$ cat src/rtl/pc_mem_sequencer_if.sv
// ============================================================================
// Module   : pc_mem_sequencer_if
// Brief    : Core-step and shared memory port bundle for pc_mem_sequencer.
// Revision : 1.0 - initial release
// ============================================================================
`default_nettype none

interface pc_mem_sequencer_if #(
  parameter int REG_LEN = 32
);
  logic [1:0]         pc_sel;
  logic               step_valid;
  logic               data_req;
  logic [REG_LEN-1:0] alu_out;
  logic               mem_ack;
  logic               mem_req;
  logic               mem_is_data;
  logic [REG_LEN-1:0] addr;
  logic [REG_LEN-1:0] pc;
  logic               instr_valid;
  logic               data_done;
  logic               misalign_err;
  logic               busy;

  modport master (
    input  pc_sel, step_valid, data_req, alu_out, mem_ack,
    output mem_req, mem_is_data, addr, pc, instr_valid, data_done,
           misalign_err, busy
  );

  modport slave (
    output pc_sel, step_valid, data_req, alu_out, mem_ack,
    input  mem_req, mem_is_data, addr, pc, instr_valid, data_done,
           misalign_err, busy
  );
endinterface

`default_nettype wire

$ cat src/rtl/pc_mem_sequencer.sv
// ============================================================================
// Module   : pc_mem_sequencer
// Brief    : Program counter owner and fetch/data sequencer for one memory port.
// Revision : 1.0 - initial release
// ============================================================================
`default_nettype none

module pc_mem_sequencer #(
  parameter int                 REG_LEN    = 32,
  parameter logic [REG_LEN-1:0] RESET_PC   = '0,
  parameter int                 PC_STEP    = 4,
  parameter int                 ALIGN_BITS = 2
) (
  input  wire logic           clk,
  input  wire logic           rst,
  pc_mem_sequencer_if.master  bus
);

  localparam logic [REG_LEN-1:0] C_PC_STEP = REG_LEN'(PC_STEP);
  localparam logic [1:0]         C_PC_ALU  = 2'b00;
  localparam logic [1:0]         C_PC_P4   = 2'b01;
  localparam logic [1:0]         C_PC_M4   = 2'b10;

  typedef enum logic [1:0] {
    S_FETCH = 2'd0,
    S_EXEC  = 2'd1,
    S_DATA  = 2'd2
  } state_t;

  state_t             r_state;
  state_t             w_state_nxt;
  logic [REG_LEN-1:0] r_pc;
  logic [1:0]         r_sel_q;
  logic               r_dreq_q;
  logic [REG_LEN-1:0] r_alu_q;

  logic               w_mem_req;
  logic               w_mem_is_data;
  logic [REG_LEN-1:0] w_addr;
  logic               w_instr_valid;
  logic               w_data_done;
  logic               w_latch;
  logic               w_apply;
  logic [1:0]         w_upd_sel;
  logic [REG_LEN-1:0] w_target;
  logic               w_tgt_misaligned;
  logic               w_misalign;
  logic [REG_LEN-1:0] w_pc_nxt;
  logic               w_pc_we;

  always_ff @(posedge clk or posedge rst) begin
    if (rst) begin
      r_state  <= S_FETCH;
      r_pc     <= RESET_PC;
      r_sel_q  <= 2'b00;
      r_dreq_q <= 1'b0;
      r_alu_q  <= '0;
    end else begin
      r_state <= w_state_nxt;
      if (w_latch) begin
        r_sel_q  <= bus.pc_sel;
        r_dreq_q <= bus.data_req;
        r_alu_q  <= bus.alu_out;
      end
      if (w_pc_we) begin
        r_pc <= w_pc_nxt;
      end
    end
  end

  always_comb begin
    w_state_nxt   = r_state;
    w_mem_req     = 1'b0;
    w_mem_is_data = 1'b0;
    w_addr        = r_pc;
    w_instr_valid = 1'b0;
    w_data_done   = 1'b0;
    w_latch       = 1'b0;
    w_apply       = 1'b0;
    case (r_state)
      S_FETCH: begin
        w_mem_req = 1'b1;
        if (bus.mem_ack) begin
          w_instr_valid = 1'b1;
          w_state_nxt   = S_EXEC;
        end
      end
      S_EXEC: begin
        if (bus.step_valid) begin
          w_latch = 1'b1;
          if (bus.data_req) begin
            w_state_nxt = S_DATA;
          end else begin
            w_apply     = 1'b1;
            w_state_nxt = S_FETCH;
          end
        end
      end
      S_DATA: begin
        w_mem_req     = 1'b1;
        w_mem_is_data = 1'b1;
        w_addr        = r_alu_q;
        if (bus.mem_ack) begin
          w_data_done = r_dreq_q;
          w_apply     = 1'b1;
          w_state_nxt = S_FETCH;
        end
      end
      default: begin
        w_state_nxt = S_FETCH;
      end
    endcase
  end

  // Update without a data access happens in the step cycle itself, so it
  // takes the live inputs; after a data access it uses the latched copies.
  always_comb begin
    w_upd_sel = r_sel_q;
    w_target  = r_alu_q;
    if (r_state == S_EXEC) begin
      w_upd_sel = bus.pc_sel;
      w_target  = bus.alu_out;
    end
  end

  generate
    if (ALIGN_BITS > 0) begin : g_align_chk
      assign w_tgt_misaligned = |w_target[ALIGN_BITS-1:0];
    end else begin : g_align_off
      assign w_tgt_misaligned = 1'b0;
    end
  endgenerate

  always_comb begin
    w_pc_nxt = r_pc;
    case (w_upd_sel)
      C_PC_ALU: w_pc_nxt = w_target;
      C_PC_P4:  w_pc_nxt = r_pc + C_PC_STEP;
      C_PC_M4:  w_pc_nxt = r_pc - C_PC_STEP;
      default:  w_pc_nxt = r_pc;
    endcase
  end

  assign w_misalign = w_apply && (w_upd_sel == C_PC_ALU) && w_tgt_misaligned;
  assign w_pc_we    = w_apply && !w_misalign;

  // Pulses and the request are masked while reset is held, since the
  // reset state itself is S_FETCH.
  assign bus.mem_req      = w_mem_req & ~rst;
  assign bus.mem_is_data  = w_mem_is_data;
  assign bus.addr         = w_addr;
  assign bus.pc           = r_pc;
  assign bus.instr_valid  = w_instr_valid & ~rst;
  assign bus.data_done    = w_data_done & ~rst;
  assign bus.misalign_err = w_misalign & ~rst;
  assign bus.busy         = (r_state == S_FETCH) || (r_state == S_DATA);

endmodule

`default_nettype wire

$ cat src/flat_wrapper.sv
// flat-port wrapper written by rule: the top's interface ports become plain ports
module pc_mem_sequencer_flat 
#(
  parameter int                 REG_LEN    = 32,
  parameter logic [REG_LEN-1:0] RESET_PC   = '0,
  parameter int                 PC_STEP    = 4,
  parameter int                 ALIGN_BITS = 2
)
  (clk, rst, bus_pc_sel, bus_step_valid, bus_data_req, bus_alu_out, bus_mem_ack, bus_mem_req, bus_mem_is_data, bus_addr, bus_pc, bus_instr_valid, bus_data_done, bus_misalign_err, bus_busy);
  pc_mem_sequencer_if #(.REG_LEN(REG_LEN)) bus_i ();
  input  wire logic clk;
  input  wire logic rst;
  input wire logic [$bits(bus_i.pc_sel)-1:0] bus_pc_sel;
  input wire logic [$bits(bus_i.step_valid)-1:0] bus_step_valid;
  input wire logic [$bits(bus_i.data_req)-1:0] bus_data_req;
  input wire logic [$bits(bus_i.alu_out)-1:0] bus_alu_out;
  input wire logic [$bits(bus_i.mem_ack)-1:0] bus_mem_ack;
  output wire logic [$bits(bus_i.mem_req)-1:0] bus_mem_req;
  output wire logic [$bits(bus_i.mem_is_data)-1:0] bus_mem_is_data;
  output wire logic [$bits(bus_i.addr)-1:0] bus_addr;
  output wire logic [$bits(bus_i.pc)-1:0] bus_pc;
  output wire logic [$bits(bus_i.instr_valid)-1:0] bus_instr_valid;
  output wire logic [$bits(bus_i.data_done)-1:0] bus_data_done;
  output wire logic [$bits(bus_i.misalign_err)-1:0] bus_misalign_err;
  output wire logic [$bits(bus_i.busy)-1:0] bus_busy;
  assign bus_i.pc_sel = bus_pc_sel;
  assign bus_i.step_valid = bus_step_valid;
  assign bus_i.data_req = bus_data_req;
  assign bus_i.alu_out = bus_alu_out;
  assign bus_i.mem_ack = bus_mem_ack;
  assign bus_mem_req = bus_i.mem_req;
  assign bus_mem_is_data = bus_i.mem_is_data;
  assign bus_addr = bus_i.addr;
  assign bus_pc = bus_i.pc;
  assign bus_instr_valid = bus_i.instr_valid;
  assign bus_data_done = bus_i.data_done;
  assign bus_misalign_err = bus_i.misalign_err;
  assign bus_busy = bus_i.busy;
  pc_mem_sequencer #(.REG_LEN(REG_LEN), .RESET_PC(RESET_PC), .PC_STEP(PC_STEP), .ALIGN_BITS(ALIGN_BITS)) u_core (.clk(clk), .rst(rst), .bus(bus_i));
endmodule
$ cat config.mk
export PLATFORM = sky130hd
export DESIGN_NAME = pc_mem_sequencer_flat
export DESIGN_NICKNAME = d
export VERILOG_FILES = /design/src/rtl/pc_mem_sequencer_if.sv /design/src/rtl/pc_mem_sequencer.sv /design/src/flat_wrapper.sv
export SDC_FILE = /design/constraint.sdc
export NUM_CORES = 1
export LEC_CHECK = 0
export BUFFER_PORTS_ARGS = -buffer_cell sky130_fd_sc_hd__buf_2
export CAP_MARGIN = 20
export CORE_ASPECT_RATIO = 1.75
export CORE_MARGIN = 2
export CORE_UTILIZATION = 40
export DETAILED_ROUTE_END_ITERATION = 16
export SETUP_SLACK_MARGIN = 0.02
export SYNTH_ARGS = -nofsm -noshare
export SYNTH_HDL_FRONTEND = slang
export SYNTH_SLANG_ARGS = --single-unit
$ cat constraint.sdc
create_clock -name clk -period 4.8 [get_ports clk]
set_input_delay 0.24 -clock clk [delete_from_list [all_inputs] [get_ports clk]]
set_output_delay 0.24 -clock clk [all_outputs]
set_load 0.005 [all_outputs]
== Word level (Yosys, flattened, before mapping) ==
Index checks and enable logic that the tools add are counted.

* $add $sub $neg: 2
* Equal/unequal tests: 7
* Mux-type cells: 20
* Bitwise gates (word level): 5
* Reduce and logical (&&, ||, !) cells: 12

{| class="wikitable"
|+ Operator list
! kind !! count
|-
| 32-bit case mux with 3 select lines || 1
|-
| 32-bit two-way mux || 2
|-
| 32-bit by 3-bit adder with 32-bit output, second input constant || 1
|-
| 32-bit by 3-bit subtractor with 32-bit output, second input constant || 1
|-
| 1-bit two-way mux || 10
|-
| 2-bit two-way mux || 5
|-
| 2-bit inequality test, second input constant || 3
|-
| 2-bit case mux with 3 select lines || 1
|-
| 1-bit bitwise AND || 4
|-
| 2-bit by 1-bit == test with 1-bit output, second input constant || 2
|-
| 2-bit == test, second input constant || 2
|-
| 2-bit logical NOT || 2
|-
| 2-bit OR reduction || 2
|-
| 1-bit logical AND || 3
|-
| 3-bit AND reduction || 1
|-
| 3-bit nonzero test || 1
|-
| 1-bit case mux with 2 select lines || 1
|-
| 2-bit AND reduction || 1
|-
| 1-bit logical NOT || 1
|-
| 1-bit logical OR || 1
|-
| 1-bit inverter || 1
|}

* Bits in registers: 69
* Word-level logic and storage cells: 51

== Longest topological paths before layout ==
* Depth after elaboration: 8
* Mapped depth: 21
* Depth with buffers taken out: 13

== Least setup slack after synthesis ==
No wires, ideal clock.

* Path type: register to register
* From: register u_core.r_state[1]
* To: register u_core.r_pc[28] (netlist: u_core.bus.pc[28])
* Setup time: 0.125 ns
* Arrival: 5.143 ns
* Slack: -0.468 ns
* Stages on the path, launching flop included: 22
* Path buffers: 8
* Period minus slack after synthesis: 5.268 ns
* Path through: dfrtp_1 -> inv_1 -> ha_1 -> buf_2 -> clkbuf_1 -> buf_1 -> mux2i_1 -> ha_1 -> buf_2 -> buf_2 -> clkbuf_1 -> clkbuf_1 -> buf_2 -> xor2_1 -> ha_1 -> a21boi_0 -> o22ai_1 -> o32a_1 -> a21oi_2 -> a31oi_1 -> xnor2_1 -> mux2_2

* Cells in the longest elaborated chain, start to end: 8
* Elaborated cells between the ends (all ways): 16
* Those cells by class: 4 x eq/ne; 4 x mux; 8 x reduce/logical

{| class="wikitable"
|+ RTL lines
! item !! RTL line !! text
|-
| start: declaration || pc_mem_sequencer.sv:30 || <nowiki>state_t r_state;</nowiki>
|-
| start signal: assignment || pc_mem_sequencer.sv:59 || <nowiki>r_state <= w_state_nxt;</nowiki>
|-
| 2-bit by 1-bit == test with 1-bit output || pc_mem_sequencer.sv:80, pc_mem_sequencer.sv:120 ||
|-
| 2-bit two-way mux || pc_mem_sequencer.sv:120 || <nowiki>if (r_state == S_EXEC) begin</nowiki>
|-
| 2-bit logical NOT || pc_mem_sequencer.sv:136, pc_mem_sequencer.sv:144 ||
|-
| 1-bit logical AND (2 in series) || pc_mem_sequencer.sv:144 || <nowiki>assign w_misalign = w_apply && (w_upd_sel == C_PC_ALU) && w_tgt_misaligned;</nowiki>
|-
| 1-bit logical NOT || pc_mem_sequencer.sv:145 || <nowiki>assign w_pc_we = w_apply && !w_misalign;</nowiki>
|-
| 1-bit logical AND || pc_mem_sequencer.sv:145 ||
|-
| 2-bit AND reduction (no line) || -- ||
|-
| end signal: assignment || pc_mem_sequencer.sv:66 || <nowiki>r_pc <= w_pc_nxt;</nowiki>
|-
| end: declaration || pc_mem_sequencer.sv:32 || <nowiki>logic [REG_LEN-1:0] r_pc;</nowiki>
|}

Several ways; a longest one is shown, not always the timed one.
A chain may end at the register's enable or synchronous reset.

== Final worst setup path ==
Ends and elaborated chain as after synthesis.

==> impl_table.tex <==
\begin{tabular}{lr}
\hline
Metric & Value \\
\hline
\multicolumn{2}{l}{\textbf{Timing}} \\
\quad Final number of hold-violating endpoints & 0 \\
\quad Setup repair after global routing missed its margin & no \\
\quad Period utilization & 76.5\% \\
\quad Aggregate negative setup slack & 0 ps \\
\quad Slack of the critical path & 1130 ps \\
\quad Clk\_skew & 5.58 ps \\
\quad Final setup violation count & 0 \\
\quad Maximum frequency from static timing analysis & 272 MHz \\
\quad Headroom to the max-slew limit & 36.8\% \\
\quad Transition time at the pin with the least slew margin & 948 ps \\
\quad Final min period & 3670 ps \\
\quad Max-slew violation count & 0 \\
\multicolumn{2}{l}{\textbf{Cells and area}} \\
\quad Layout cell share with drive strength beyond 1 & 26.4\% \\
\quad Antenna Diode Count & 0 \\
\quad Area growth from synthesis to layout & 15.7\% \\
\quad Final Net Count & 863 \\
\quad Number of filler instances in the final layout & 1,544 \\
\quad Post-Route Utilization & 46.8\% \\
\quad Final instance count without filler cells & 1,007 \\
\multicolumn{2}{l}{\textbf{Critical path}} \\
\quad Startpoint types & register \\
\quad Path type of the worst setup path & reg2reg \\
\quad Data required time at the worst endpoint & 5030 ps \\
\quad Critical Path Fanout Max & 5 \\
\quad CP endpoint kind & register \\
\quad CP Data Arrival Time & 3910 ps \\
\multicolumn{2}{l}{\textbf{Synth}} \\
\quad Synth Cell Area & 6170 µm² \\
\quad Mapped Avg Cell Area & 8.20 µm² \\
\quad Net count after synthesis & 799 \\
\quad Async SR Flop Fraction & 100\% \\
\quad Warnings, synthesis & 0 \\
\quad Post-Synthesis Cells & 752 \\
\quad Simple logic cell fraction of the synthesized area & 17.0\% \\
\quad Area fraction in compound gates after synthesis & 28.7\% \\
\quad Adder and majority gate portion of the synthesized area & 1.62\% \\
\quad Fraction of synthesized area in multiplexers & 16.1\% \\
\quad Most used flip-flop cell after synthesis & dfrtp\_1 \\
\quad Number of flops mapped to enable cells by yosys & 0 \\
\quad Seq cells post-synth & 69 \\
\quad Synthesized-area fraction occupied by xor and xnor cells & 2.27\% \\
\quad Fraction of the yosys area taken by sequential cells & 28.0\% \\
\quad Number of distinct standard cells referenced by the synthesized netlist & 75 \\
\quad Dominant combinational cell family by area after synthesis & compound AO/OA/AOI/OAI gates \\
\multicolumn{2}{l}{\textbf{Run status}} \\
\quad Outcome & completed \\
\multicolumn{2}{l}{\textbf{Clock tree}} \\
\quad Clock slew at the register clock pins of the worst setup and hold paths & 60 ps \\
\quad TritonCTS clock tree & done \\
\quad Maximum number of buffers from clock root to sink & 2 \\
\quad TritonCTS buffer count & 9 \\
\quad Clk\_lat worst skew & 340 ps \\
\quad Post-CTS setup buffers & 0 \\
\quad Number of clock sinks seen by CTS & 69 \\
\quad Post-cts gate resize count & 0 \\
\quad Root Buffer & clkbuf\_16 \\
\quad Maximum level of the CTS H-tree & 3 \\
\quad CTS hold repair buffers & 0 \\
\multicolumn{2}{l}{\textbf{Drt}} \\
\quad Number of iterations in the first detailed-routing pass & 6 \\
\quad ANT nets after route & 0 \\
\quad Wire length reported by the detailed router & 19,800 µm \\
\quad Wire length per cell & 19.7 µm \\
\quad DRC violation total after the first TritonRoute iteration & 479 \\
\quad Via count & 6,239 \\
\quad Vias per cell & 6.20 \\
\quad DRC errors left & 0 \\
\multicolumn{2}{l}{\textbf{Power and ir drop}} \\
\quad Areal power density over the cells & 791 nW/µm² \\
\quad Worst IR Drop VDD & 506 µV \\
\quad Leakage power & 0.00296 µW \\
\multicolumn{2}{l}{\textbf{Floorplanning}} \\
\quad Die boundary height & 168 µm \\
\quad X dimension of the die & 97.9 µm \\
\quad Site row count & 60 \\
\quad CORE AREA & 15,200 µm² \\
\quad Number of I/O pins & 109 \\
\quad Initial Util & 40.5\% \\
\quad DIE AREA & 16,500 µm² \\
\multicolumn{2}{l}{\textbf{Placed design}} \\
\quad Post-detail-place hpwl & 13,900 µm \\
\quad Weighted congestion at the end of routability-driven global placement & 0.877 \\
\quad Post-Place Worst Slack & 1140 ps \\
\quad Port bufs & 108 \\
\quad Cell total after placement & 991 \\
\multicolumn{2}{l}{\textbf{Global routing}} \\
\quad Maximum number of pins on one net before global-route repair & 89 \\
\quad Number of antenna violations at the first check in global routing & 0 \\
\quad Overall global routing resource usage & 23.8\% \\
\quad Vias in the first global route & 5,954 \\
\quad Wire length of the first global-routing pass & 32,000 µm \\
\quad Grt total ovfl & 0 \\
\multicolumn{2}{l}{\textbf{Hold path}} \\
\quad Hold/Removal Path Class & in2reg \\
\multicolumn{2}{l}{\textbf{Flow run}} \\
\quad Max-cap viol count & 0 \\
\hline
\end{tabular}
[state kept, by name (all words and copies together), names as in the netlist]
name             flops
u_core.r_dreq_q      1
u_core.bus.pc       32
u_core.r_alu_q      32
u_core.r_state       2
u_core.r_sel_q       2
[Yosys cell counts, drive strengths merged (4+ instances only)]
library cell	instances	area share, %
a211o	4	0.57
nor3	20	1.6
a21boi	4	0.49
a31oi	11	1.1
buf	22	1.6
xnor2	14	2.0
a32oi	8	1.1
mux2	58	11
o31a	15	2.1
o2bb2ai	7	0.99
a21oi	48	4.0
o21ai	78	6.4
o21a	6	0.73
a211oi	8	1.1
dfrtp	69	28
and3	8	0.81
nor2b	11	1.1
o211ai	9	1.1
nor4	9	0.91
nand2	56	3.4
mux2i	34	5.5
a21o	5	0.61
a22oi	10	1.2
inv	23	1.4
nor2	51	3.1
o31ai	4	0.49
nor3b	7	0.93
o311ai	4	0.57
and4b	7	1.1
or3	5	0.51
o41ai	4	0.69
nand3	13	1.1
clkbuf	52	3.2
ha	8	1.6
o22ai	7	0.71
[metrics by stage]
step	cell area, µm²	power, µW	hold slack [ps]
floorplan	6180	3790	385
global placement	6820	4760	465
detailed placement	6820	4870	490
CTS	7140	5640	132
global route	7140	6080	137
finish	7140	5650	139
[critical path: stages (launching register included)]
cell	delay (ps)
dfrtp_1	400
inv_1	90
ha_2	220
mux2i_2	330
ha_2	280
xor2_1	150
ha_1	210
a21boi_0	260
o22ai_1	170
o32a_1	410
a21oi_2	360
a31oi_1	160
xnor2_1	180
mux2_2	340
[area by class of cell]
| cell class | instances | area, µm² | share of cell area (%) |
|---|---|---|---|
| Multi-Input combinational cell | 585 | 4070 | 57.0 |
| Sequential cell | 69 | 1730 | 24.2 |
| Timing Repair Buffer | 127 | 696 | 9.74 |
| Tap cell | 186 | 233 | 3.26 |
| Clock buffer | 9 | 225 | 3.15 |
| Clock inverter | 7 | 98.8 | 1.38 |
| Inverter | 24 | 90.1 | 1.26 |
[logic make-up after synthesis]
kind of cell    after synthesis
fa+ha+maj                     8
xor+xnor                     16
simple gates                206
flops                        69
mux                          92
buf+inv                      98
compound gates              263
[power by group]
part	internal (µW)	switching, µW	leakage [µW]
Combinational	1490	2090	0.00199
Sequential	844	474	0.000807
Clock	458	291	0.000156
[final timing paths]
path	endpoint	cells past startpoint	start	slack, ps
max	u_core.bus.pc[28]$_DFFE_PP0P_	13	u_core.r_state[1]$_DFFE_PP0P_	1130
min	u_core.r_alu_q[9]$_DFFE_PP0P_	2	bus_alu_out[9]	140
max reg2reg	u_core.bus.pc[28]$_DFFE_PP0P_	13	u_core.r_state[1]$_DFFE_PP0P_	1130
min reg2reg	u_core.r_dreq_q$_DFFE_PP0P_	2	u_core.r_dreq_q$_DFFE_PP0P_	500
max in group asynchronous	u_core.r_alu_q[15]$_DFFE_PP0P_	3	rst	3980
min in group asynchronous	u_core.r_state[1]$_DFFE_PP0P_	3	rst	220
[cell usage in the layout (no fill, tap or decap), types with 4 or more instances in the layout]
cell type  Yosys  routed
a211o_1        4       4
a211oi_1       7       7
a21o_1         5       5
a21oi_1       47      47
a22oi_1       10      10
a31oi_1       11      11
a32oi_1        8       8
and3_1         8       8
and4b_1        7       7
buf_2         15     108
buf_4          0      18
clkbuf_16      0       9
dfrtp_1       69      69
ha_1           8       5
inv_1         23      22
mux2_2        58      58
mux2i_1       34      33
nand2_1       56      56
nand3_1       13      13
nor2_1        51      51
nor2b_1       11      11
nor3_1        20      19
nor3b_1        6       6
nor4_1         9       9
o211ai_1       9       9
o21a_1         6       6
o21ai_0       75      75
o22ai_1        7       7
o2bb2ai_1      7       7
o31a_1        15      15
o31ai_1        4       4
or3_1          5       5
xnor2_1       14      14
[routing by layer]
layer / vias to the layer above / GRT usage, % / share of wire, %
met5: - / 0 / 0
li1: 2947 / - / -
met1: 3065 / 30.5 / 42
met4: 0 / 6.10 / 1.3
met2: 209 / 42.0 / 52
met3: 18 / 3.15 / 4.8
Power figures use the tool's default switching activity.
